==> src/rtl/ifetch_pkg.sv <==
// ifetch_pkg: shared definitions for the instruction fetch controller.
//   - FSM state encoding (RUN / HALT)
//   - buffer entry layout {pc, instr}
//   - fetch geometry constants and a canonical NOP word
package ifetch_pkg;

  localparam logic [0:0] ST_RUN  = 1'b0;
  localparam logic [0:0] ST_HALT = 1'b1;

  localparam int unsigned INSTR_BYTES = 4;
  localparam int unsigned BUF_DEPTH   = 2;
  localparam logic [31:0] NOP_INSTR   = 32'h0000_0013;

  typedef struct packed {
    logic [31:0] pc;
    logic [31:0] instr;
  } fetch_entry_t;

  // Instruction addresses must be word aligned.
  function automatic logic is_aligned(input logic [31:0] addr);
    return (addr[1:0] == 2'b00);
  endfunction

endpackage

==> src/rtl/ifetch_buf.sv <==
// ifetch_buf: 2-entry FIFO of {pc, instr} fetch entries.
// Ports:
//   clk, reset  - clock and synchronous active-high reset
//   push, din   - enqueue din (accepted when not full, or when full with pop)
//   pop         - dequeue the head (ignored when empty)
//   flush       - discard all entries; dominates push and pop
//   dout        - head entry (entry0); meaningful only while count != 0
//   count       - number of valid entries, 0..2
module ifetch_buf
  import ifetch_pkg::*;
(
  input  logic         clk,
  input  logic         reset,
  input  logic         push,
  input  logic         pop,
  input  logic         flush,
  input  fetch_entry_t din,
  output fetch_entry_t dout,
  output logic [1:0]   count
);

  fetch_entry_t entry0;  // head (oldest)
  fetch_entry_t entry1;  // tail when two entries are held
  logic         push_ok;
  logic         pop_ok;

  assign pop_ok  = pop && (count != 2'd0);
  assign push_ok = push && ((count != 2'd2) || pop_ok);
  assign dout    = entry0;

  always_ff @(posedge clk) begin
    if (reset || flush) begin
      count <= 2'd0;
    end else begin
      case ({push_ok, pop_ok})
        2'b10:   count <= count + 2'd1;
        2'b01:   count <= count - 2'd1;
        default: count <= count;
      endcase
    end
  end

  // Payload registers need no flush: count alone defines which are live.
  always_ff @(posedge clk) begin
    if (reset) begin
      entry0 <= '0;
      entry1 <= '0;
    end else if (!flush) begin
      case ({push_ok, pop_ok})
        2'b10: begin
          if (count == 2'd0) entry0 <= din;
          else               entry1 <= din;
        end
        2'b01: entry0 <= entry1;
        2'b11: begin
          // Full: shift tail to head and refill tail. One entry: replace head.
          if (count == 2'd2) begin
            entry0 <= entry1;
            entry1 <= din;
          end else begin
            entry0 <= din;
          end
        end
        default: ;
      endcase
    end
  end

endmodule

==> src/rtl/ifetch_ctrl.sv <==
// ifetch_ctrl: instruction fetch controller.
// Owns the fetch PC, drives iaddr = fetch_pc, captures the combinational idata
// into a 2-entry buffer and presents {pc, instr} to decode.
// Ports:
//   clk, reset                 - clock, synchronous active-high reset
//   iaddr / idata              - instruction memory byte address / returned word
//   redirect_valid/redirect_pc - load a new fetch PC (flushes the buffer)
//   out_valid/out_ready        - decode handshake; out_instr/out_pc are the head
//   fault / fault_addr         - fetch halted on a bad target, and that address
// Handshake: an entry transfers on a rising edge where out_valid && out_ready;
// out_valid never depends on out_ready, and out_* hold while not accepted.
// The FSM state is held in the signal `state` (ST_RUN / ST_HALT).
// Build option: define IFETCH_BOUNDS_CHECK_EN to halt on fetch or redirect
// targets at or beyond IMEM_DEPTH words; otherwise only misalignment faults.
module ifetch_ctrl
  import ifetch_pkg::*;
#(
  parameter logic [31:0] RESET_PC   = 32'h0000_0000,
  parameter int unsigned IMEM_DEPTH = 4096,
  parameter int unsigned BUF_DEPTH  = 2
) (
  input  logic        clk,
  input  logic        reset,
  output logic [31:0] iaddr,
  input  logic [31:0] idata,
  input  logic        redirect_valid,
  input  logic [31:0] redirect_pc,
  output logic        out_valid,
  input  logic        out_ready,
  output logic [31:0] out_instr,
  output logic [31:0] out_pc,
  output logic        fault,
  output logic [31:0] fault_addr
);

  // Only a 2-deep buffer, an aligned reset PC and a non-empty memory are valid.
  if (BUF_DEPTH != 2 || IMEM_DEPTH == 0 || RESET_PC[1:0] != 2'b00) begin : g_param_check
    $error("ifetch_ctrl: unsupported parameter set");
  end

  logic [0:0]   state;
  logic [31:0]  fetch_pc;
  logic [1:0]   count;
  fetch_entry_t buf_din;
  fetch_entry_t buf_dout;
  logic         deq;
  logic         can_enq;
  logic         pc_oob;
  logic         redir_oob;
  logic         redir_bad;
  logic         push;

  assign iaddr     = fetch_pc;
  assign out_valid = (count != 2'd0);
  assign out_pc    = out_valid ? buf_dout.pc    : 32'h0;
  assign out_instr = out_valid ? buf_dout.instr : 32'h0;

  assign deq     = out_valid && out_ready;
  assign can_enq = (state == ST_RUN) && ((count != 2'd2) || deq);

`ifdef IFETCH_BOUNDS_CHECK_EN
  localparam logic [29:0] IMEM_LIMIT = IMEM_DEPTH[29:0];
  assign pc_oob    = (fetch_pc[31:2] >= IMEM_LIMIT);
  assign redir_oob = (redirect_pc[31:2] >= IMEM_LIMIT);
`else
  assign pc_oob    = 1'b0;
  assign redir_oob = 1'b0;
`endif

  assign redir_bad = !is_aligned(redirect_pc) || redir_oob;

  // A redirect flushes, so the push it would have displaced is simply dropped.
  assign push          = can_enq && !redirect_valid && !pc_oob;
  assign buf_din.pc    = fetch_pc;
  assign buf_din.instr = idata;

  ifetch_buf u_buf (
    .clk   (clk),
    .reset (reset),
    .push  (push),
    .pop   (deq),
    .flush (redirect_valid),
    .din   (buf_din),
    .dout  (buf_dout),
    .count (count)
  );

  always_ff @(posedge clk) begin
    if (reset) begin
      state      <= ST_RUN;
      fetch_pc   <= RESET_PC;
      fault      <= 1'b0;
      fault_addr <= 32'h0;
    end else if (redirect_valid) begin
      if (redir_bad) begin
        // Bad target: halt and keep the last good fetch PC.
        state      <= ST_HALT;
        fault      <= 1'b1;
        fault_addr <= redirect_pc;
      end else begin
        state      <= ST_RUN;
        fault      <= 1'b0;
        fault_addr <= 32'h0;
        fetch_pc   <= redirect_pc;
      end
    end else if (can_enq) begin
      if (pc_oob) begin
        // Sequential fetch walked off the end of memory; older entries drain.
        state      <= ST_HALT;
        fault      <= 1'b1;
        fault_addr <= fetch_pc;
      end else begin
        fetch_pc <= fetch_pc + 32'(INSTR_BYTES);
      end
    end
  end

endmodule

==> config.mk <==
export PLATFORM = sky130hd
export DESIGN_NAME = ifetch_ctrl
export DESIGN_NICKNAME = d
export VERILOG_FILES = /design/src/rtl/ifetch_pkg.sv /design/src/rtl/ifetch_buf.sv /design/src/rtl/ifetch_ctrl.sv
export SDC_FILE = /design/constraint.sdc
export NUM_CORES = 1
export LEC_CHECK = 0
export ABC_AREA = 0
export BUFFER_PORTS_ARGS = -buffer_cell sky130_fd_sc_hd__clkbuf_2
export CORE_ASPECT_RATIO = 1.2
export CORE_UTILIZATION = 45
export CTS_BUF_LIST = sky130_fd_sc_hd__clkbuf_4 sky130_fd_sc_hd__clkbuf_8 sky130_fd_sc_hd__clkbuf_16
export CTS_CLUSTER_DIAMETER = 150
export DETAILED_ROUTE_END_ITERATION = 12
export PLACE_DENSITY_LB_ADDON = 0.2
export SYNTH_ARGS = -nofsm -noshare
export SYNTH_HDL_FRONTEND = slang
export SYNTH_SLANG_ARGS = --single-unit
==> constraint.sdc <==
create_clock -name clk -period 2.6 [get_ports clk]
set_input_delay 0.26 -clock clk [delete_from_list [all_inputs] [get_ports clk]]
set_output_delay 0.26 -clock clk [all_outputs]
set_load 0.005 [all_outputs]
Yosys cells after proc, flatten, opt, wreduce, memory -nomap -nowiden
Cells that the tools add are included.
{ "totals": {"register_bits": 195, "input_bits": 68, "output_inout_bits": 130, "wordCells": 55} }
{ "op_classes": {"n_addsub": 3, "eq_ne": 9, "mux": 14, "bitwise": 2, "n_reduce_logical": 19} }
{ "ops": {"columns": ["op", "n"], "rows": [
  ["two-way mux 64 bit", 4],
  ["two-way mux 32 bit", 6],
  ["one-hot mux 64 bit (3 select lines)", 1],
  ["one-hot mux 64 bit (2 select lines)", 1],
  ["adder 32 x 3 -> 32 bit (second input constant)", 1],
  ["nonzero test 2 bit", 4],
  ["== test 2 bit (second input constant)", 3],
  ["!= test 2 x 1 -> 1 bit (second input constant)", 3],
  ["logical AND 1 bit", 5],
  ["zero test 2 bit", 2],
  ["!= test 2 bit (second input constant)", 2],
  ["one-hot mux 2 bit (2 select lines)", 1],
  ["AND reduction 4 bit", 1],
  ["logical OR 1 bit", 3],
  ["AND reduction 3 bit", 1],
  ["nonzero test 3 bit", 1],
  ["adder 2 x 1 -> 2 bit (second input constant)", 1],
  ["== test 2 x 1 -> 1 bit (second input constant)", 1],
  ["NOT 1 bit", 2],
  ["AND reduction 2 bit", 1],
  ["subtractor 2 x 1 -> 2 bit (second input constant)", 1],
  ["zero test 1 bit", 1],
  ["two-way mux 1 bit", 1]
]} }

Longest topological paths before layout
{ "logic_depth": {"depth_word": 9, "mapped_depth": 8, "mapped_depth_nobuf": 6} }

Cells and area by module
From an unflattened synthesis, not the netlist that was laid out.
{ "unflattened": {"cells_unflattened": 1198, "hier_area_um2": 10975.5} }
{ "modules_own_cells": {"columns": ["module", "n_inst", "cells_each", "area_per_inst_um2", "seq_area_each_um2"], "rows": [
  ["ifetch_buf", 1, 687, 7120.6, 2602.5],
  ["ifetch_ctrl", 1, 511, 3854.9, 1301.2]
]} }

Worst setup path after synthesis
Ideal clock, no wire load.
{ "synth_path": {"kind": "register to register", "from": "register fetch_pc[2] (netlist: iaddr[2])", "to": "register fetch_pc[30] (netlist: iaddr[30])", "setup_ns": 0.103, "arrival_ns": 1.865, "t_required_ns": 2.497, "slack_ns": 0.631, "path_stages_with_launch": 7, "path_buffers": 0, "synth_period_minus_slack_ns": 1.969, "cell_sequence": "dfxtp_1 ha_1 nand4_2 nor4_4 nand4_1 xor2_1 a2111oi_2"} }
{ "synth_via": {"elab_chain_len": 3} }
{ "synth_lines": {"columns": ["item", "line", "rtl"], "rows": [
  ["start: declaration", "ifetch_ctrl.sv:42", "logic [31:0] fetch_pc;"],
  ["start signal: assignment", "ifetch_ctrl.sv:104", "fetch_pc <= redirect_pc;"],
  ["start signal: assignment", "ifetch_ctrl.sv:113", "fetch_pc <= fetch_pc + 32'(INSTR_BYTES);"],
  ["adder 32 x 3 -> 32 bit", "ifetch_ctrl.sv:113", null],
  ["two-way mux 32 bit", "ifetch_ctrl.sv:106", "end else if (can_enq) begin"],
  ["two-way mux 32 bit", "ifetch_ctrl.sv:94", "end else if (redirect_valid) begin"]
]} }
No other way between the ends. The select of a mux whose other input is x is not followed.
A chain may end at the register's enable or synchronous reset.

Final worst setup path
{ "layout_path": {"from": "register u_buf.count[0]", "to": "output port out_pc[14]"} }
{ "layout_via": {"elab_chain_len": 2} }
{ "layout_lines": {"columns": ["item", "line", "rtl"], "rows": [
  ["start: declaration", "ifetch_buf.sv:19", "output logic [1:0] count"],
  ["start signal: assignment", "ifetch_buf.sv:36", "2'b10: count <= count + 2'd1;"],
  ["start signal: assignment", "ifetch_buf.sv:37", "2'b01: count <= count - 2'd1;"],
  ["start signal: assignment", "ifetch_buf.sv:38", "default: count <= count;"],
  ["nonzero test 2 bit", "ifetch_ctrl.sv:54", "assign out_valid = (count != 2'd0);"],
  ["two-way mux 32 bit", "ifetch_ctrl.sv:55", "assign out_pc = out_valid ? buf_dout.pc : 32'h0;"],
  ["end: declaration", "ifetch_ctrl.sv:31", "output logic [31:0] out_pc,"]
]} }
No other way between the ends.

==> results.ini <==
[run_status]
run_status=complete, no violations

[timing]
tightest_slew_ns=0.776
period_minus_slack_ns=2.32
drv_slew=0
setup_viol=0
relSlewSlack_pct=48.3
fmax_mhz=431
final_hold_viol_count=0
tns_ns=0
hold_ws_ns=0.0546
setup_slack_ns=0.281
clock_skew_ns=0.00998
finalCritPeriodShare_pct=89.2
rsz0062_at_grt=false

[yosys]
synth-async-reset-ratio_pct=0
synth.distinct_cells=59
ys_ff_latch=195
synth_area_per_cell_sq_um=8.17
yosysMostFrequentCell=dfxtp_1
synthCells=1081
synth_edf_count=0
synth_ff_type=dfxtp_1
synthTopCellsByArea=dfxtp_1 (44%), mux2i_1 (8.4%), nand2_1 (7.9%), a21oi_1 (6.5%), a211oi_1 (5.8%)
synthTopCellsByCount=dfxtp_1 (195), nand2_1 (187), a21oi_1 (114)
synth_nets=1150
synthesis.area_sq_um=8830
yosys_warnings=0
synth.largest_area_cell=dfxtp_1
ys_seq_area_share_pct=44.2
synth.top_cell.area_share_pct=44.2

[cts]
cts_buffer_depth=2
cts_tree=built
clock_sinks=195
insertion_delay_ns=0.43
cts_resized=0
clkTransAtPathRegs_ns=0.07
ctsHoldBuffers=0
cts_inserted_buffers=17
cts_htree_levels=4
postCtsSetupBuffers=0
cts_root_buf=clkbuf_16

[global_routing]
busiest_layer=met2
grt_pass1_wl_mm=38.3
grt_pass1_vias=7333
grt_overflow=0
grt_start_max_net_pins=71
grt.total_usage_pct=24.2
use_met3_pct=4.71
antenna_found_initial=0
met2_usage_pct=38.9
met1_usage_pct=32.6

[power]
power_leakage_nw=4.15
finalPower_mw=6.79
ir_worst_vdd_mv=0.451
powerDensity_nw_per_um2=637

[floorplan]
coreArea_sq_um=19100
die_h_um=155
die_w_um=130
top_level_ports=198
start_util_pct=46.3
die-area_sq_um=20200
fp-row-count=55

[final_layout]
fin_nets=1299
syn_to_final_growth_pct=20.7
final_core_util_pct=55.9
final_layout_size_suffix_gt1_share_pct=22.6
antenna_cells=0

[place]
dpl.hpwl_mm=16.4
pre_cts_ws_ns=0.434
io_buffers=197
gp_congestion=0.884

[routing]
drc=0
drt-total-wl_mm=24.0
drt_iter0_markers=497
wl_per_cell_um=16.0
dr.pass1.iters=6
drtAntennaViolNets=0
vias_per_cell=5.38
vias=8070

[critical_path]
cp-end-kind=primary output
crit-reg2reg-launch=iaddr[5]
r2r_end=iaddr[30]
crit_type=register to primary output
r2r_slack_ns=0.41
cp_data_required_time_ns=2.34
cp_max_fo=65
r2r_cells=5
start_kind=register
critPathArrivalTime_ns=2.06

[worst_hold_path]
min_path_cells=3
hold_path_end=u_buf.entry1[15]
hold_class=primary input to register
worstHoldStart=idata[15]

[run]
cap_violations=0

==> per-stage QoR <==
stage          cells  area [sq um]
2_1_floorplan   1081          8830
3_3_place_gp    1467         10100
3_5_place_dp    1467         10100
4_1_cts         1499         10700
5_1_grt         1499         10700
6_report        1499         10700
==> cell type report <==
class	count	area, sq um
Fill cell	1826	8400
Multi-Input combinational cell	782	4510
Sequential cell	195	3900
Timing Repair Buffer	229	1310
Clock buffer	18	439
Tap cell	256	320
Clock inverter	14	168
Inverter	5	18.8
==> flip-flops by register name, indices dropped and copies added (netlist names) <==
name / count
u_buf.count: 2
state: 1
iaddr: 32
fault_addr: 32
u_buf.entry1: 64
u_buf.dout: 64
==> cell usage in the layout (no fill, tap or decap), types with 4 or more instances in the layout <==
cell type / count
a22oi_1: 6
inv_1: 5
o22ai_1: 8
nand4_1: 8
clkbuf_2: 196
buf_4: 26
a221oi_1: 4
inv_6: 6
buf_12: 6
nor2_1: 104
nand2_1: 186
nor3_1: 22
o21ai_0: 9
clkbuf_16: 17
mux2i_1: 74
nand3_1: 49
a211oi_1: 68
and3_1: 7
and2_1: 65
a21oi_1: 112
dfxtp_1: 195
==> cells by family after synthesis <==
logic type / after synthesis / share of synthesized area (%)
DFF: 195 / 44.2
adders and majority gates: 1 / 0.142
buffers and inverters: 104 / 5.17
and+or+nand+nor: 466 / 24.6
xor gates and xnor gates: 2 / 0.198
muxes: 75 / 8.51
AOI/OAI and AO/OA: 238 / 17.2
==> how the worst max path moves through the flow <==
stage | start | slack, ns | end | depth (start not counted)
4_1_cts | u_buf.count[0] | 0.26 | out_pc[14] | 4
3_3_place_gp | iaddr[5] | 0.47 | iaddr[31] | 5
5_1_grt | u_buf.count[0] | 0.17 | out_pc[13] | 4
2_1_floorplan | iaddr[2] | 0.63 | iaddr[30] | 6
6_report | u_buf.count[0] | 0.28 | out_pc[14] | 4
3_5_place_dp | iaddr[5] | 0.43 | iaddr[30] | 5
==> power breakdown <==
group          switching, mW  internal, mW
clock network           1.22          1.48
registers              0.117          3.14
logic                  0.488         0.346
total                   1.82          4.97
==> worst max-delay path, cell delays in order (launching register included) <==
cell and delay, ns:
dfxtp_1 0.58, or2_2 0.21, buf_4 0.46, and2_1 0.24
clkbuf_2 0.12
==> metal layers <==
metal  share of wire [%]  up-vias
met5                   0        -
met4                 2.0        0
met3                 6.8       43
met2                  46      324
met1                  45     3647
li1                    -     4056
(Power assumes the default switching activity.)
